File: config.mk
export PLATFORM = sky130hd
export DESIGN_NAME = uart_tx_buf_flat
export DESIGN_NICKNAME = d
export VERILOG_FILES = /design/src/rtl/uart_tx_buf_if.sv /design/src/rtl/uart_tx_buf.sv /design/src/flat_wrapper.sv
export SDC_FILE = /design/constraint.sdc
export NUM_CORES = 1
export LEC_CHECK = 0
export BUFFER_PORTS_ARGS = -buffer_cell sky130_fd_sc_hd__buf_2
export CAP_MARGIN = 30
export CORE_UTILIZATION = 60
export CTS_BUF_LIST = sky130_fd_sc_hd__clkbuf_8 sky130_fd_sc_hd__clkbuf_16
export DETAILED_ROUTE_END_ITERATION = 16
export HOLD_SLACK_MARGIN = 0.05
export PLACE_DENSITY = 0.78
export SYNTH_ARGS = -nofsm -noshare
export SYNTH_HDL_FRONTEND = slang
export SYNTH_SLANG_ARGS = --single-unit
File: constraint.sdc
create_clock -name sys_clk -period 4.45 [get_ports sys_clk]
set_input_delay 0.89 -clock sys_clk [delete_from_list [all_inputs] [get_ports sys_clk]]
set_output_delay 0.89 -clock sys_clk [all_outputs]
set_load 0.02 [all_outputs]
File: src/rtl/uart_tx_buf_if.sv
// Byte-write and serial-line signals of the buffered UART transmitter.
// The slave modport is the transmitter side; master is the producer side.
interface uart_tx_buf_if;
    logic [7:0] tx_data;
    logic       tx_wr;
    logic       tx_full;
    logic       tx_empty;
    logic [3:0] fifo_count;
    logic       tx_drop;
    logic       uart_tx;
    logic       tx_busy;
    logic       tx_irq;

    modport master (
        output tx_data, tx_wr,
        input  tx_full, tx_empty, fifo_count, tx_drop, uart_tx, tx_busy, tx_irq
    );

    modport slave (
        input  tx_data, tx_wr,
        output tx_full, tx_empty, fifo_count, tx_drop, uart_tx, tx_busy, tx_irq
    );
endinterface

File: src/rtl/uart_tx_buf.sv
// 8N1 UART transmitter fed by an 8-entry byte FIFO.
// One idle cycle separates frames; the line register lags the FSM state by one cycle.
module uart_tx_buf #(
    parameter int unsigned clk_freq = 100000000,
    parameter int unsigned baud     = 115200
) (
    input  logic           sys_clk,
    input  logic           sys_rst_n,
    uart_tx_buf_if.slave   bus
);

    localparam int unsigned BIT_TICKS = clk_freq / baud;
    localparam int unsigned TickW     = $clog2(BIT_TICKS);
    localparam logic [TickW-1:0] TickMax = TickW'(BIT_TICKS - 1);

    typedef enum logic [1:0] {StIdle, StStart, StData, StStop} state_e;

    state_e           state_q, state_d;
    logic [TickW-1:0] tick_q, tick_d;
    logic [2:0]       idx_q, idx_d;
    logic [7:0]       shift_q, shift_d;
    logic             line_q, line_d;
    logic             tick_done;

    logic [7:0] mem_q [8];
    logic [2:0] wr_ptr_q, rd_ptr_q;
    logic [3:0] count_q, count_d;
    logic       full_q, empty_q, drop_q;
    logic       push, pop;

    // A full FIFO rejects writes even when a pop frees a slot in the same cycle.
    assign push      = bus.tx_wr & ~full_q;
    assign pop       = (state_q == StIdle) & ~empty_q;
    assign count_d   = count_q + 4'(push) - 4'(pop);
    assign tick_done = (tick_q == TickMax);

    always_ff @(posedge sys_clk) begin
        if (push) begin
            mem_q[wr_ptr_q] <= bus.tx_data;
        end
    end

    always_ff @(posedge sys_clk or negedge sys_rst_n) begin
        if (!sys_rst_n) begin
            wr_ptr_q <= '0;
            rd_ptr_q <= '0;
            count_q  <= '0;
            full_q   <= 1'b0;
            empty_q  <= 1'b1;
            drop_q   <= 1'b0;
        end else begin
            if (push) wr_ptr_q <= wr_ptr_q + 3'd1;
            if (pop)  rd_ptr_q <= rd_ptr_q + 3'd1;
            count_q <= count_d;
            full_q  <= (count_d == 4'd8);
            empty_q <= (count_d == 4'd0);
            drop_q  <= bus.tx_wr & full_q;
        end
    end

    always_ff @(posedge sys_clk or negedge sys_rst_n) begin
        if (!sys_rst_n) begin
            state_q <= StIdle;
            tick_q  <= '0;
            idx_q   <= '0;
            shift_q <= '0;
            line_q  <= 1'b1;
        end else begin
            state_q <= state_d;
            tick_q  <= tick_d;
            idx_q   <= idx_d;
            shift_q <= shift_d;
            line_q  <= line_d;
        end
    end

    always_comb begin
        state_d = state_q;
        tick_d  = tick_q;
        idx_d   = idx_q;
        shift_d = shift_q;
        line_d  = 1'b1;
        unique case (state_q)
            StIdle: begin
                if (!empty_q) begin
                    shift_d = mem_q[rd_ptr_q];
                    state_d = StStart;
                    tick_d  = '0;
                    idx_d   = '0;
                end
            end
            StStart: begin
                line_d = 1'b0;
                if (tick_done) begin
                    state_d = StData;
                    tick_d  = '0;
                end else begin
                    tick_d = tick_q + TickW'(1);
                end
            end
            StData: begin
                line_d = shift_q[idx_q];
                if (tick_done) begin
                    tick_d = '0;
                    if (idx_q == 3'd7) state_d = StStop;
                    else               idx_d   = idx_q + 3'd1;
                end else begin
                    tick_d = tick_q + TickW'(1);
                end
            end
            StStop: begin
                if (tick_done) begin
                    state_d = StIdle;
                    tick_d  = '0;
                end else begin
                    tick_d = tick_q + TickW'(1);
                end
            end
            default: state_d = StIdle;
        endcase
    end

    assign bus.tx_full    = full_q;
    assign bus.tx_empty   = empty_q;
    assign bus.fifo_count = count_q;
    assign bus.tx_drop    = drop_q;
    assign bus.uart_tx    = line_q;
    assign bus.tx_busy    = (state_q != StIdle);
    assign bus.tx_irq     = (state_q == StStop) && tick_done;

endmodule

File: src/flat_wrapper.sv
// flat-port wrapper written by rule: the top's interface ports become plain ports
module uart_tx_buf_flat 
#(
    parameter int unsigned clk_freq = 100000000,
    parameter int unsigned baud     = 115200
)
  (sys_clk, sys_rst_n, bus_tx_data, bus_tx_wr, bus_tx_full, bus_tx_empty, bus_fifo_count, bus_tx_drop, bus_uart_tx, bus_tx_busy, bus_tx_irq);
  uart_tx_buf_if bus_i ();
  input  logic sys_clk;
  input  logic sys_rst_n;
  input wire logic [$bits(bus_i.tx_data)-1:0] bus_tx_data;
  input wire logic [$bits(bus_i.tx_wr)-1:0] bus_tx_wr;
  output wire logic [$bits(bus_i.tx_full)-1:0] bus_tx_full;
  output wire logic [$bits(bus_i.tx_empty)-1:0] bus_tx_empty;
  output wire logic [$bits(bus_i.fifo_count)-1:0] bus_fifo_count;
  output wire logic [$bits(bus_i.tx_drop)-1:0] bus_tx_drop;
  output wire logic [$bits(bus_i.uart_tx)-1:0] bus_uart_tx;
  output wire logic [$bits(bus_i.tx_busy)-1:0] bus_tx_busy;
  output wire logic [$bits(bus_i.tx_irq)-1:0] bus_tx_irq;
  assign bus_i.tx_data = bus_tx_data;
  assign bus_i.tx_wr = bus_tx_wr;
  assign bus_tx_full = bus_i.tx_full;
  assign bus_tx_empty = bus_i.tx_empty;
  assign bus_fifo_count = bus_i.fifo_count;
  assign bus_tx_drop = bus_i.tx_drop;
  assign bus_uart_tx = bus_i.uart_tx;
  assign bus_tx_busy = bus_i.tx_busy;
  assign bus_tx_irq = bus_i.tx_irq;
  uart_tx_buf #(.clk_freq(clk_freq), .baud(baud)) u_core (.sys_clk(sys_clk), .sys_rst_n(sys_rst_n), .bus(bus_i));
endmodule
* Yosys cells after proc, flatten, opt, wreduce, memory -nomap -nowiden
Memories as Yosys holds them, arrays and structs flattened. A register that Yosys moved wholly into a read port is not among the register bits.
Index checks and enable logic that the tools add are counted.
** Operators by class
- Bitwise logic cells :: 5
- Multiplexer cells :: 18
- Equal/unequal tests :: 12
- Order comparisons :: 1
- Reductions and logical operators :: 10
- $add $sub $neg :: 6
** Operator list (number)
- $mux W10 :: 2
- $pmux W10 S2 :: 1
- $add A10 B1 Y10 const B :: 1
- $eq A10 B10 Y1 const B :: 1
- $mux W2 :: 5
- $add A3 B1 Y3 const B :: 3
- $mux W3 :: 3
- $ne A2 B1 Y1 const B :: 4
- $pmux W2 S4 :: 1
- $pmux W3 S2 :: 1
- $reduce_and A5 Y1 :: 1
- $add A4 B1 Y4 :: 1
- $eq A2 B2 Y1 const B :: 2
- $eq A4 B4 Y1 const B :: 1
- $logic_not A4 Y1 :: 1
- $lt A3 B4 Y1 const B :: 1
- $ne A2 B2 Y1 const B :: 2
- $reduce_and A4 Y1 :: 1
- $reduce_bool A2 Y1 :: 2
- $sub A4 B1 Y4 :: 1
- $and A1 B1 Y1 :: 3
- $bmux W1 S3 :: 1
- $eq A3 B3 Y1 const B :: 1
- $mux W1 :: 3
- 8 further kinds :: 9
** Storage, ports and cells
- Memories :: 1
- Logic and storage cells :: 63
- Flip-flop bits (word level) :: 29
- Input bits :: 11
- Output and inout port bits :: 10
- Bits in writable memories :: 64
** Memories
- u_core.mem_q :: words 8, width 8, read ports 1, clocked after memory_dff 1, write ports 1, RTL line uart_tx_buf.sv:25 : logic [7:0] mem_q [8];

* Depth between registers and ports, before layout
- Depth after elaboration :: 5
- Mapped depth :: 13
- Mapped depth without buffers :: 12

* Least setup slack after synthesis
No wires, ideal clock.
- Path kind :: reg2reg
- Start :: reg u_core.state_q[0]
- End :: reg u_core.full_q, in the netlist u_core.bus.tx_full
- Data required time :: 4.377 ns
- Arrival :: 2.482 ns
- Setup slack :: 1.895 ns
- Stages on the path, launching flop included :: 14
- Library setup time :: 0.073 ns
- Path buffers :: 1
- Cell sequence :: dfrtp_1 inv_1 ha_1 nand2b_1 buf_2 inv_1 ha_1 inv_1 ha_1 inv_1 fa_1 inv_1 or3_1 nor2b_1
** On the way
- Longest elaborated chain between the ends :: 4
** RTL lines
- start: declaration :: RTL line uart_tx_buf.sv:18 : state_e state_q, state_d;
- start signal: assignment :: RTL line uart_tx_buf.sv:63 : state_q <= StIdle;
- start signal: assignment :: RTL line uart_tx_buf.sv:69 : state_q <= state_d;
- $logic_not A2 Y1 :: RTL line uart_tx_buf.sv:33 : assign pop = (state_q == StIdle) & ~empty_q;
- $and A1 B1 Y1 :: RTL line uart_tx_buf.sv:33
- via u_core.pop :: RTL line uart_tx_buf.sv:29 : logic push, pop;
- $sub A4 B1 Y4 :: RTL line uart_tx_buf.sv:34 : assign count_d = count_q + 4'(push) - 4'(pop);
- via u_core.count_d[1] :: RTL line uart_tx_buf.sv:27 : logic [3:0] count_q, count_d;
- $eq A4 B4 Y1 :: RTL line uart_tx_buf.sv:55 : full_q <= (count_d == 4'd8);
- end signal: assignment :: RTL line uart_tx_buf.sv:55
- end: declaration :: RTL line uart_tx_buf.sv:28 : logic full_q, empty_q, drop_q;
The timed path passes the listed nets, and every way through them passes these cells.
A chain may end at the register's enable or synchronous reset.

* Worst setup path in the final report
Ends and elaborated chain as after synthesis.

==> flow_metrics.env <==
export IMPL_tns_ns=0
export IMPL_r2r_cells=13
export IMPL_synth_top_area_cell="edfxtp_1"
export IMPL_max_freq_mhz=354
export IMPL_synth_most_common_cell="edfxtp_1"
export IMPL_placementRows=30
export IMPL_core_area_mm2=0.00698
export IMPL_die_area_mm2=0.00774
export IMPL_antenna_found_initial=0
export IMPL_first_pass_iters=4
export IMPL_syn_area_mm2=0.00443
export IMPL_ys_types=45
export IMPL_slowest_delay_ns=0.47
export IMPL_maxSlewHeadroom_pct=40.9
export IMPL_grt_ovfl_total=0
export IMPL_required_ns=4.74
export IMPL_synth_top_flop_cell="edfxtp_1"
export IMPL_setup_viol=0
export IMPL_crit_top_cell="inv_1"
export IMPL_clkSinkCount=101
export IMPL_hold_path_end="u_core.shift_q[1]"
export IMPL_wl_per_cell_um=17.4
export IMPL_hold_path_class="flop to flop"
export IMPL_critical_path_slowest_cell="fa_1"
export IMPL_worstPathMaxFanout=19
export IMPL_post_cts_buffers=0
export IMPL_drc_errors=0
export IMPL_syn_num_nets=311
export IMPL_grt_max_degree=38
export IMPL_worstPathCellList="inv_1 -> ha_1 -> nand2b_1 -> buf_4 -> inv_1 -> ha_1 -> inv_1 -> ha_1 -> inv_1 -> fa_1 -> inv_1 -> or3_1 -> nor2b_1"
export IMPL_die_h_um=88.0
export IMPL_num_vias=2342
export IMPL_syn_inst=285
export IMPL_whs_path_depth=2
export IMPL_ys_seq_area_share_pct=64.3
export IMPL_cp_end_kind="flop"
export IMPL_die_w_um=88.0
export IMPL_synth_edff_count=64
export IMPL_grt_pass1_wl_um=11600
export IMPL_cts_resized=0
export IMPL_finalHoldViolCount=0
export IMPL_drt_iter0_drc=144
export IMPL_avgSynthCellArea_um2=15.6
export IMPL_start_util_pct=63.5
export IMPL_drv_slew=0
export IMPL_cts_tree="done"
export IMPL_reg2reg_slack_ns=1.63
export IMPL_via_per_inst=5.74
export IMPL_critPathKind="flop to flop"
export IMPL_dpl_hpwl_um=4870
export IMPL_insertion_delay_ns=0.36
export IMPL_cts_made_buffers=9
export IMPL_ioPinCount=21
export IMPL_p_per_area_mw_per_mm2=425
export IMPL_min_period_ns=2.82
export IMPL_clkSlewWorstSetupHoldPaths_ns=0.09
export IMPL_ctsLongestPathBuffers=2
export IMPL_cp_start_kind="flop"
export IMPL_critical_path_arrival_ns=3.11
export IMPL_drv_cap=0
export IMPL_outcome="finished, final reports clean"
export IMPL_critical_path_top_delay_family="adder cells"
export IMPL_antenna_left=0
export IMPL_gp_congestion=0.768
export IMPL_nets=333
export IMPL_portBuffers=20
export IMPL_worst_path_buf_inv=6
export IMPL_h_tree_depth=3
export IMPL_drt_total_wl_um=7120
export IMPL_r2r_start="u_core.state_q[0]"
export IMPL_synth_seq_cells=101
export IMPL_synthTopCellsByCount="edfxtp_1, dfrtp_1, nand2_1"
export IMPL_root_buffer="clkbuf_8"
export IMPL_rsz0062_at_grt="no"
export IMPL_async_flop_share_pct=36.6
export IMPL_holdWs_ns=0.495
export IMPL_reg2reg_to="u_core.bus.tx_full"
export IMPL_drive_gt1_share_pct=22.8
export IMPL_syn_to_final_growth_pct=7.45
export IMPL_gr_usage_all_layers_pct=21.2
export IMPL_min_from="u_core.shift_q[1]"
export IMPL_p_leak_nw=1.84
export IMPL_finalCritPeriodShare_pct=63.5
export IMPL_finClkSkew_ns=0.00631
export IMPL_hold_buffers=0
export IMPL_yosysWarnings=0
export IMPL_grt_pass1_vias=2390
export IMPL_diodes=0
export IMPL_synthTopCellsByArea="edfxtp_1, dfrtp_1, mux4_2"
export IMPL_yosys_area_top_type_share_pct=43.4
export IMPL_worst_pin_slew_ns=0.884
export IMPL_ir_drop_mv=0.319
## stage by stage
step                std cells  setup WS (ns)  instance area [µm²]  utilization [%]  total power, mW
detailed placement        392           1.64                 4600             65.8             1.56
global placement          392           1.74                 4600             65.8             1.54
finish                    408           1.63                 4760             68.2             2.03
CTS                       408           1.61                 4760             68.2             2.05
floorplan                 285           1.90                 4430                -             1.44
global route              408           1.37                 4760             68.2             2.13
## flip-flops by register name, indices dropped and copies added, names as in the netlist, 2 cells and up
register               flops
u_core.bus.fifo_count      4
u_core.mem_q              64
u_core.tick_q             10
u_core.state_q             2
u_core.rd_ptr_q            3
u_core.shift_q             8
u_core.idx_q               3
u_core.wr_ptr_q            3
## worst max-delay path by stage
stage	startpoint	endpoint	depth (start not counted)
final	u_core.state_q[0]	u_core.bus.tx_full	13
after global placement	bus_tx_wr	u_core.bus.tx_full	8
after detailed placement	u_core.state_q[0]	u_core.bus.tx_full	13
after floorplan	u_core.state_q[0]	u_core.bus.tx_full	13
after global routing	u_core.state_q[1]	u_core.bus.tx_full	13
after CTS	u_core.state_q[0]	u_core.bus.tx_full	13
## where the power goes
group	leakage, nW	total, mW	switching (mW)	internal [mW]
Sequential	1.04	1.19	0.0580	1.13
Combinational	0.714	0.344	0.200	0.143
Clock	0.0918	0.490	0.290	0.200
## cell usage in the layout, fill, tap and decap left out, drive strengths merged, types with 3 or more instances in the layout
cell	count
a21o	3
a21oi	4
and2	5
buf	24
clkbuf	9
clkinv	6
dfrtp	35
edfxtp	64
ha	14
inv	15
mux2i	13
mux4	18
nand2	22
nand2b	4
nand4	5
nor2	17
nor2b	3
nor3	4
o21ai	9
xnor2	7
xor2	9
## per-layer routing
metal	vias to the layer above	wire length (µm)	global-route usage [%]
li1	1097	-	-
met1	1179	3140	28.6
met2	52	3510	34.0
met3	14	330	4.90
met4	0	135	7.90
met5	-	0	0
## worst register-to-register path: cells and delay by family (launching register included)
kind / cells / cell delay [ns]
adder cells (fa/ha/maj): 4 / 1.20
AND/OR/NAND/NOR: 3 / 0.60
buffers and inverters: 6 / 0.58
flip-flops: 1 / 0.38
## layout make-up
type                       count  area [µm²]
timing repair buffer          24         130
multi-input combinational    157        1440
sequential                   101        2850
fill                         510        2220
inverter                      14        52.6
clock buffer                   9         124
clock inverter                 7        43.8
tap                           96         120
## logic make-up after synthesis
group,after synthesis,share of synthesized area [%]
flops,101,64.3
mux,33,12.6
buf+inv,27,3.16
fa+ha+maj,15,4.40
simple gates,67,8.33
xor+xnor,16,3.16
compound gates,26,4.06
Note: power is estimated with default switching activity, not from simulation.
